**src/rtl/hs_angle_dispatcher_pkg.sv**
```systemverilog
// rtl/hs_angle_dispatcher_pkg.sv - shared state encoding and PE bounds for the angle dispatcher
`ifndef kAngleLength
`define kAngleLength 16
`endif

package hs_angle_dispatcher_pkg;

  typedef enum logic [1:0] {
    ST_IDLE  = 2'd0,
    ST_RUN   = 2'd1,
    ST_DRAIN = 2'd2,
    ST_DONE  = 2'd3
  } state_t;

  localparam int NUM_PE_MIN = 2;
  localparam int NUM_PE_MAX = 16;

endpackage

```
**src/rtl/hs_rr_pick.sv**
```systemverilog
// rtl/hs_rr_pick.sv - combinational round-robin picker: lowest free index at or after ptr, wrapping
module hs_rr_pick #(
  parameter int N  = 4,
  parameter int PW = 2
) (
  input  logic [N-1:0]  free,
  input  logic [PW-1:0] ptr,
  output logic [N-1:0]  grant,
  output logic          any
);

  logic found;

  always_comb begin
    grant = '0;
    found = 1'b0;
    any   = |free;
    // First pass covers ptr..N-1, second pass wraps to 0..ptr-1.
    for (int j = 0; j < N; j++) begin
      if (!found && free[j] && (j >= int'(ptr))) begin
        grant[j] = 1'b1;
        found    = 1'b1;
      end
    end
    for (int j = 0; j < N; j++) begin
      if (!found && free[j] && (j < int'(ptr))) begin
        grant[j] = 1'b1;
        found    = 1'b1;
      end
    end
  end

endmodule

```
**src/rtl/hs_angle_dispatcher.sv**
```systemverilog
// rtl/hs_angle_dispatcher.sv - pulls angles from the host source and dispatches them round-robin to free PEs
// Optional angle counter enabled by defining HS_DISPATCH_COUNT_EN.
module hs_angle_dispatcher
  import hs_angle_dispatcher_pkg::*;
#(
  parameter int NUM_PE      = 4,
  parameter int ANGLE_WIDTH = `kAngleLength
) (
  input  logic                   clk,
  input  logic                   reset,
  input  logic                   start,
  input  logic [ANGLE_WIDTH-1:0] hs_angle,
  input  logic                   hs_has_next_angle,
  input  logic                   hs_next_angle_ack,
  output logic                   hs_next_angle,
  output logic [ANGLE_WIDTH-1:0] pe_angle,
  output logic [NUM_PE-1:0]      pe_load,
  input  logic [NUM_PE-1:0]      pe_done,
  output logic                   busy,
  output logic                   done,
  output logic [15:0]            angle_count
);

  localparam int PW = $clog2(NUM_PE);

  state_t                 state_q, state_d;
  logic [NUM_PE-1:0]      inflight_q, inflight_d;
  logic [NUM_PE-1:0]      pe_load_q, pe_load_d;
  logic [PW-1:0]          ptr_q, ptr_d;
  logic [ANGLE_WIDTH-1:0] pe_angle_q, pe_angle_d;
  logic                   busy_q, busy_d;
  logic                   done_q, done_d;
  logic [NUM_PE-1:0]      grant;
  logic [PW-1:0]          grant_idx;
  logic                   any_free;
  logic                   consume;

  hs_rr_pick #(.N(NUM_PE), .PW(PW)) u_pick (
    .free  (~inflight_q),
    .ptr   (ptr_q),
    .grant (grant),
    .any   (any_free)
  );

  assign hs_next_angle = (state_q == ST_RUN) & hs_has_next_angle & any_free;
  assign consume       = hs_next_angle & hs_next_angle_ack;

  always_comb begin
    grant_idx = '0;
    for (int j = 0; j < NUM_PE; j++) begin
      if (grant[j]) grant_idx = PW'(j);
    end
  end

  always_comb begin
    state_d    = state_q;
    inflight_d = (inflight_q & ~pe_done) | (consume ? grant : '0);
    ptr_d      = ptr_q;
    pe_angle_d = pe_angle_q;
    pe_load_d  = '0;
    if (consume) begin
      pe_angle_d = hs_angle;
      pe_load_d  = grant;
      ptr_d      = (grant_idx == PW'(NUM_PE - 1)) ? '0 : grant_idx + 1'b1;
    end
    // Running out of source angles takes priority; a consume needs has_next anyway.
    case (state_q)
      ST_IDLE:  if (start) state_d = ST_RUN;
      ST_RUN:   if (!hs_has_next_angle) state_d = ST_DRAIN;
      ST_DRAIN: if (inflight_q == '0) state_d = ST_DONE;
      ST_DONE:  state_d = ST_IDLE;
      default:  state_d = ST_IDLE;
    endcase
    busy_d = (state_d == ST_RUN) || (state_d == ST_DRAIN);
    done_d = (state_d == ST_DONE);
  end

  always_ff @(posedge clk) begin
    if (reset) begin
      state_q    <= ST_IDLE;
      inflight_q <= '0;
      ptr_q      <= '0;
      pe_angle_q <= '0;
      pe_load_q  <= '0;
      busy_q     <= 1'b0;
      done_q     <= 1'b0;
    end else begin
      state_q    <= state_d;
      inflight_q <= inflight_d;
      ptr_q      <= ptr_d;
      pe_angle_q <= pe_angle_d;
      pe_load_q  <= pe_load_d;
      busy_q     <= busy_d;
      done_q     <= done_d;
    end
  end

  assign pe_angle = pe_angle_q;
  assign pe_load  = pe_load_q;
  assign busy     = busy_q;
  assign done     = done_q;

`ifdef HS_DISPATCH_COUNT_EN
  logic [15:0] count_q, count_d;

  always_comb begin
    count_d = count_q;
    if ((state_q == ST_IDLE) && start) count_d = '0;
    else if (consume && (count_q != 16'hFFFF)) count_d = count_q + 16'd1;
  end

  always_ff @(posedge clk) begin
    if (reset) count_q <= '0;
    else       count_q <= count_d;
  end

  assign angle_count = count_q;
`else
  assign angle_count = 16'd0;
`endif

endmodule
```
**config.mk**
```make
export PLATFORM = sky130hd
export DESIGN_NAME = hs_angle_dispatcher
export DESIGN_NICKNAME = d
export VERILOG_FILES = /design/src/rtl/hs_angle_dispatcher_pkg.sv /design/src/rtl/hs_rr_pick.sv /design/src/rtl/hs_angle_dispatcher.sv
export SDC_FILE = /design/constraint.sdc
export NUM_CORES = 1
export LEC_CHECK = 0
export CAP_MARGIN = 30
export CORE_UTILIZATION = 41
export CTS_CLUSTER_DIAMETER = 120
export DETAILED_ROUTE_END_ITERATION = 7
export HOLD_SLACK_MARGIN = 0.1
export PLACE_DENSITY = 0.77
export REMOVE_ABC_BUFFERS = 1
export SETUP_SLACK_MARGIN = 0.1
export SLEW_MARGIN = 20
export SYNTH_ARGS = -nofsm -noshare
export SYNTH_HDL_FRONTEND = slang
export SYNTH_SLANG_ARGS = --single-unit
```
**constraint.sdc**
```tcl
create_clock -name clk -period 2 [get_ports clk]
set_input_delay 0.4 -clock clk [delete_from_list [all_inputs] [get_ports clk]]
set_output_delay 0.4 -clock clk [all_outputs]
set_load 0.02 [all_outputs]
```
**Word-level counts from Yosys, hierarchy flattened**

Cells that the tools add are included.

- Flip-flop bits (word level): 30
- Latch bits: 0
- Bits in writable memories: 0
- Memory bits (read-only): 0
- Word-level logic and storage cells: 71
- Memories: 0

- $add $sub $neg: 1
- Multiply operators: 0
- Div/mod/pow operators: 0
- $lt $le $gt $ge: 6
- Equal/unequal tests: 7
- Shifts and indexed selects: 0
- Mux-type cells: 21
- Bitwise logic cells: 7
- Reduce and logical (&&, ||, !) cells: 22

Operators by type and width:

| operator | number |
|---|---|
| $mux 1 | 13 |
| $logic_and 1x1->1 | 12 |
| $mux 2 | 6 |
| $eq 2x2->1 const B | 5 |
| $not 4->4 | 2 |
| $pmux 2 s4 | 1 |
| $logic_not 1->1 | 6 |
| $and 4x4->4 | 1 |
| $eq 2x1->1 const B | 2 |
| $ge 1x2->1 const A | 2 |
| $logic_not 4->1 | 1 |
| $lt 1x2->1 const A | 2 |
| $mux 4 | 1 |
| $or 4x4->4 | 1 |
| $reduce_or 4->1 | 1 |
| $and 1x1->1 | 3 |
| $add 2x1->2 const B | 1 |
| $ge 2x2->1 const A | 1 |
| $logic_not 2->1 | 1 |
| $lt 2x2->1 const A | 1 |
| $logic_or 1x1->1 | 1 |

**Depth between registers and ports, before layout**

- Depth in word-level cells: 30
- Depth in mapped cells: 6
- Depth with buffers taken out: 5

**Cells and area by module**

A second synthesis with hierarchy kept.

- Cell total of the unflattened synthesis: 166
- Area total of the unflattened synthesis: 1,382.6 sq um

Modules (own cells, without submodules):

| module | instances | cells an instance | area each (sq um) | seq. area each (sq um) |
|---|---|---|---|---|
| hs_angle_dispatcher | 1 | 147 | 1,271.2 | 600.6 |
| hs_rr_pick | 1 | 19 | 111.4 | 0.0 |

**Worst setup path after synthesis**

No wires, ideal clock.

- Path kind: register to register
- From: register inflight_q[2]
- To: register busy_q, in the netlist busy
- Library setup time: 128 ps
- Data arrival time: 1,267 ps
- Data required time: 1,872 ps
- Setup slack: 604 ps
- Cell stages (with the launch flop): 7
- Period minus slack after synthesis: 1,396 ps
- Cell sequence: dfxtp_1 > buf_6 > nor4_1 > mux2i_1 > a21oi_2 > ha_1 > nor2b_1

- Word-level cells in the longest chain between the ends: 5

RTL lines:

| element | line | RTL |
|---|---|---|
| start: declaration | hs_angle_dispatcher.sv:27 | `logic [NUM_PE-1:0] inflight_q, inflight_d;` |
| start signal: assignment | hs_angle_dispatcher.sv:89 | `inflight_q <= inflight_d;` |
| $logic_not 4->1 * | hs_angle_dispatcher.sv:70 | `ST_DRAIN: if (inflight_q == '0) state_d = ST_DONE;` |
| $mux 2 * | hs_angle_dispatcher.sv:70 |  |
| $pmux 2 s4 * | hs_angle_dispatcher.sv:67 | `case (state_q)` |
| named net state_d[0] | hs_angle_dispatcher.sv:26 | `state_t state_q, state_d;` |
| $eq 2x1->1 or $eq 2x2->1 (tied branches) | hs_angle_dispatcher.sv:74 | `busy_d = (state_d == ST_RUN) \|\| (state_d == ST_DRAIN);` |
| $logic_or 1x1->1 * | hs_angle_dispatcher.sv:74 |  |
| named net busy_d | hs_angle_dispatcher.sv:31 | `logic busy_q, busy_d;` |
| end signal: assignment | hs_angle_dispatcher.sv:93 | `busy_q <= busy_d;` |
| end: declaration | hs_angle_dispatcher.sv:31 |  |

Mark *: on every way through the listed nets, which the timed path passes. The rest lies on a longest branch.
A chain may end at the register's enable or synchronous reset.

**Worst setup path in the final report**

- From: input port hs_has_next_angle
- To: output port hs_next_angle

- Word-level cells in the longest chain between the ends: 2

RTL lines:

| element | line | RTL |
|---|---|---|
| start: declaration | hs_angle_dispatcher.sv:13 | `input logic hs_has_next_angle,` |
| $and 1x1->1 (2 in series) | hs_angle_dispatcher.sv:45 | `assign hs_next_angle = (state_q == ST_RUN) & hs_has_next_angle & any_free;` |
| end: declaration | hs_angle_dispatcher.sv:15 | `output logic hs_next_angle,` |

No other way between the ends.

==> metrics.txt <==
status=finished, final reports clean; GR Util met2=23.14%; crit path cell chain=clkdlybuf4s50_1 > nor2b_4 > and3_1 > clkbuf_2; Die Wd=61.06 um; syn avg cell area=8.828 sq um; DP Wirelength=2.048 mm; Max Clk Rate=0.5701 GHz; Initial Util=42.86%; Final Slew Violations=0; CTS Sinks=30; CTS clock-pin slew for the worst setup and hold paths=0.09 ns; synthesized instance count=162; Max-cap violations=0; hold buffers post-CTS=0; Yosys cell types=38; initial antenna violation count=0; # DRC=0; Final Setup Violations=0; filler instances=315; switching power=0.3132 mW; HP Start=pe_angle[9]$_SDFFE_PP0P_; cell with the most instances after synthesis=nand2_1; TritonRoute pass-1 iters=4; ant diodes=0; DRT antenna net count=0; Yosys reg bits=30; Total Power=1.327 mW; Max stage delay on crit path=0.47 ns; Worst setup EP type=output pin; Commonest cells post-synth=nand2_1, dfxtp_1, a21oi_1, buf_4, nor2_1; Area contributors post-synth=dfxtp_1, buf_4, nand2_1; FFs w/ async S/R, synth=0%; synthesis-to-layout area growth=37.45%; TNS Setup=0 ns; share of Yosys cell area claimed by the top area cell type=41.99%; top_reg_cell synth=dfxtp_1; share of layout cells above drive strength 1=13.55%; fin nets=240; Clock Power Share=36.6%; Routed WL per cell=10.58 um; skew final=0.007056 ns; full die area=3728 sq um; DRT iter0 DRCs=22; area of placed instances=1888 sq um; busiest layer in global routing=met2; Worst EP arrival=1.35 ns; Die Ht=61.06 um; Int Pwr=1.013 mW; cell area after layout=1966 sq um; CORE AREA=3337 sq um; Worst-Skew Late Latency=0.32 ns; GPL Wtd Cong=0.7935; CTS tree=built; kind of critical path=in -> out; vias in the first global route=932; FP Rows=21; Worst VDD drop=0.4408 mV; via count=1163; critical-path maximum fanout=2; CP required=1.60 ns; TritonCTS Buffers=5; Max H-tree Level=2; CP bufs+invs=2; Sw Share=23.61%; CP top delay family=buffers and inverters; Clock Path Buffers=2; crit path max-delay cell type=clkdlybuf4s50_1; Seq pwr share=47.5%; worst r2r src=inflight_q[2]$_SDFF_PP0_; largest net degree at the start of global routing=18; yosys warns=0; Synth Cell Area=1430 sq um; GR Util met1=20.65%; Cell Pwr Density=674.9 nW/um^2; met3 usage=4.832%; period utilization=87.70%; I/O pins=64; dominant cell type by area after synthesis=dfxtp_1; Tmin final=1.754 ns; Leak Pwr=0.7280 nW; Critical Path Source Type=input pin; Comb power frac=15.9%; CP Launch Point=hs_has_next_angle; EDFF count, synth=0; final hold viol count=0; final core utilization=58.91%; Worst Hold Class=reg -> reg; RSZ-0062 raised after global routing=no; final WL=2.752 mm; global-route wire length before repair=4.195 mm; register area share after synthesis=41.99%; gr usage total=15.52%; routed vias/inst=4.473; port bufs=47; grt total ovfl=0; CTS root buffer=clkbuf_4
-- routing by layer --
metal	part of all wire, %	vias up
met5	0	-
met4	1.3	0
met3	5.7	4
met2	46	41
met1	47	509
li1	-	609
-- timing repair --
action,CTS,global route
cloned,0,0
gates resized for setup,2,2
setup endpoints to repair,1,1
buffers inserted,0,0
-- registers in the layout, indices dropped and copies added (netlist names) --
register and count:
done 1, state_q 2, inflight_q 4, pe_angle 16
busy 1, ptr_q 2, pe_load 4
-- cell type report --
| type | instances | area [sq um] | share of cell area (%) |
|---|---|---|---|
| multi-input cells | 117 | 664.4 | 33.80 |
| inverters | 4 | 15.01 | 0.7638 |
| flip-flops and latches | 30 | 601.8 | 30.62 |
| clock buffers | 6 | 51.30 | 2.610 |
| well taps | 46 | 57.56 | 2.928 |
| clock inverters | 1 | 30.03 | 1.528 |
| repair buffers | 56 | 545.5 | 27.75 |
-- path summary, 6_finish.rpt --
| path | endpoint | slack [ns] | cells past startpoint |
|---|---|---|---|
| min | pe_angle[9]$_SDFFE_PP0P_ | 0.46 | 2 |
| min reg2reg | pe_angle[9]$_SDFFE_PP0P_ | 0.46 | 2 |
| max | hs_next_angle | 0.25 | 4 |
| max reg2reg | busy$_SDFF_PP0_ | 0.42 | 6 |
-- cell usage in the layout, fill, tap and decap left out, drive strengths merged --
cell            n
a32oi           1
ha              1
nand2          34
nor3b           1
a211oi          2
mux2            1
o22ai           1
a2111o          1
a22oi           1
a21boi          1
nand2b          5
and3            1
buf             9
a2bb2oi         1
o21ai           2
nor4            1
nor2            7
a21o            1
inv             4
dfxtp          30
a21oi          23
nor3            1
clkdlybuf4s50  46
nand4           2
and4            1
or2b            1
o31ai           2
bufinv          1
nor2b           6
conb           16
clkbuf          7
mux2i           1
nand3b          2
-- logic make-up after synthesis --
group | Yosys count | share of synthesized area (%)
AOI/OAI and AO/OA | 36 | 16.27
buffers and inverters | 30 | 15.48
other | 1 | 0.2622
DFF | 30 | 42.00
and+or+nand+nor | 62 | 23.62
adders and majority gates | 1 | 0.8748
muxes | 2 | 1.487
-- power by group through the flow --
stage	Sequential, mW	Clock [mW]	Combinational [mW]
after CTS	0.631	0.497	0.213
after global routing	0.633	0.527	0.230
after floorplan	0.661	0	0.0847
after global placement	0.644	0	0.212
final	0.630	0.486	0.211
after detailed placement	0.644	0	0.213
-- worst reg2reg max path: stages, from the launching register on --
cell     delay [ns]
dfxtp_1        0.33
buf_4          0.16
nor4_1         0.31
mux2i_1        0.15
a21oi_2        0.17
ha_1           0.24
nor2b_1        0.12
-- per-stage QoR --
stage	worst slack (ns)	hold WS, ns	std cells
floorplan	0.6538	0.4691	151
global placement	-0.2048	0.4413	253
detailed placement	-0.1858	0.4457	253
CTS	0.1026	0.4584	260
global route	0.1848	0.4789	260
finish	0.2460	0.4568	260
Note: power is estimated with default switching activity, not from simulation.
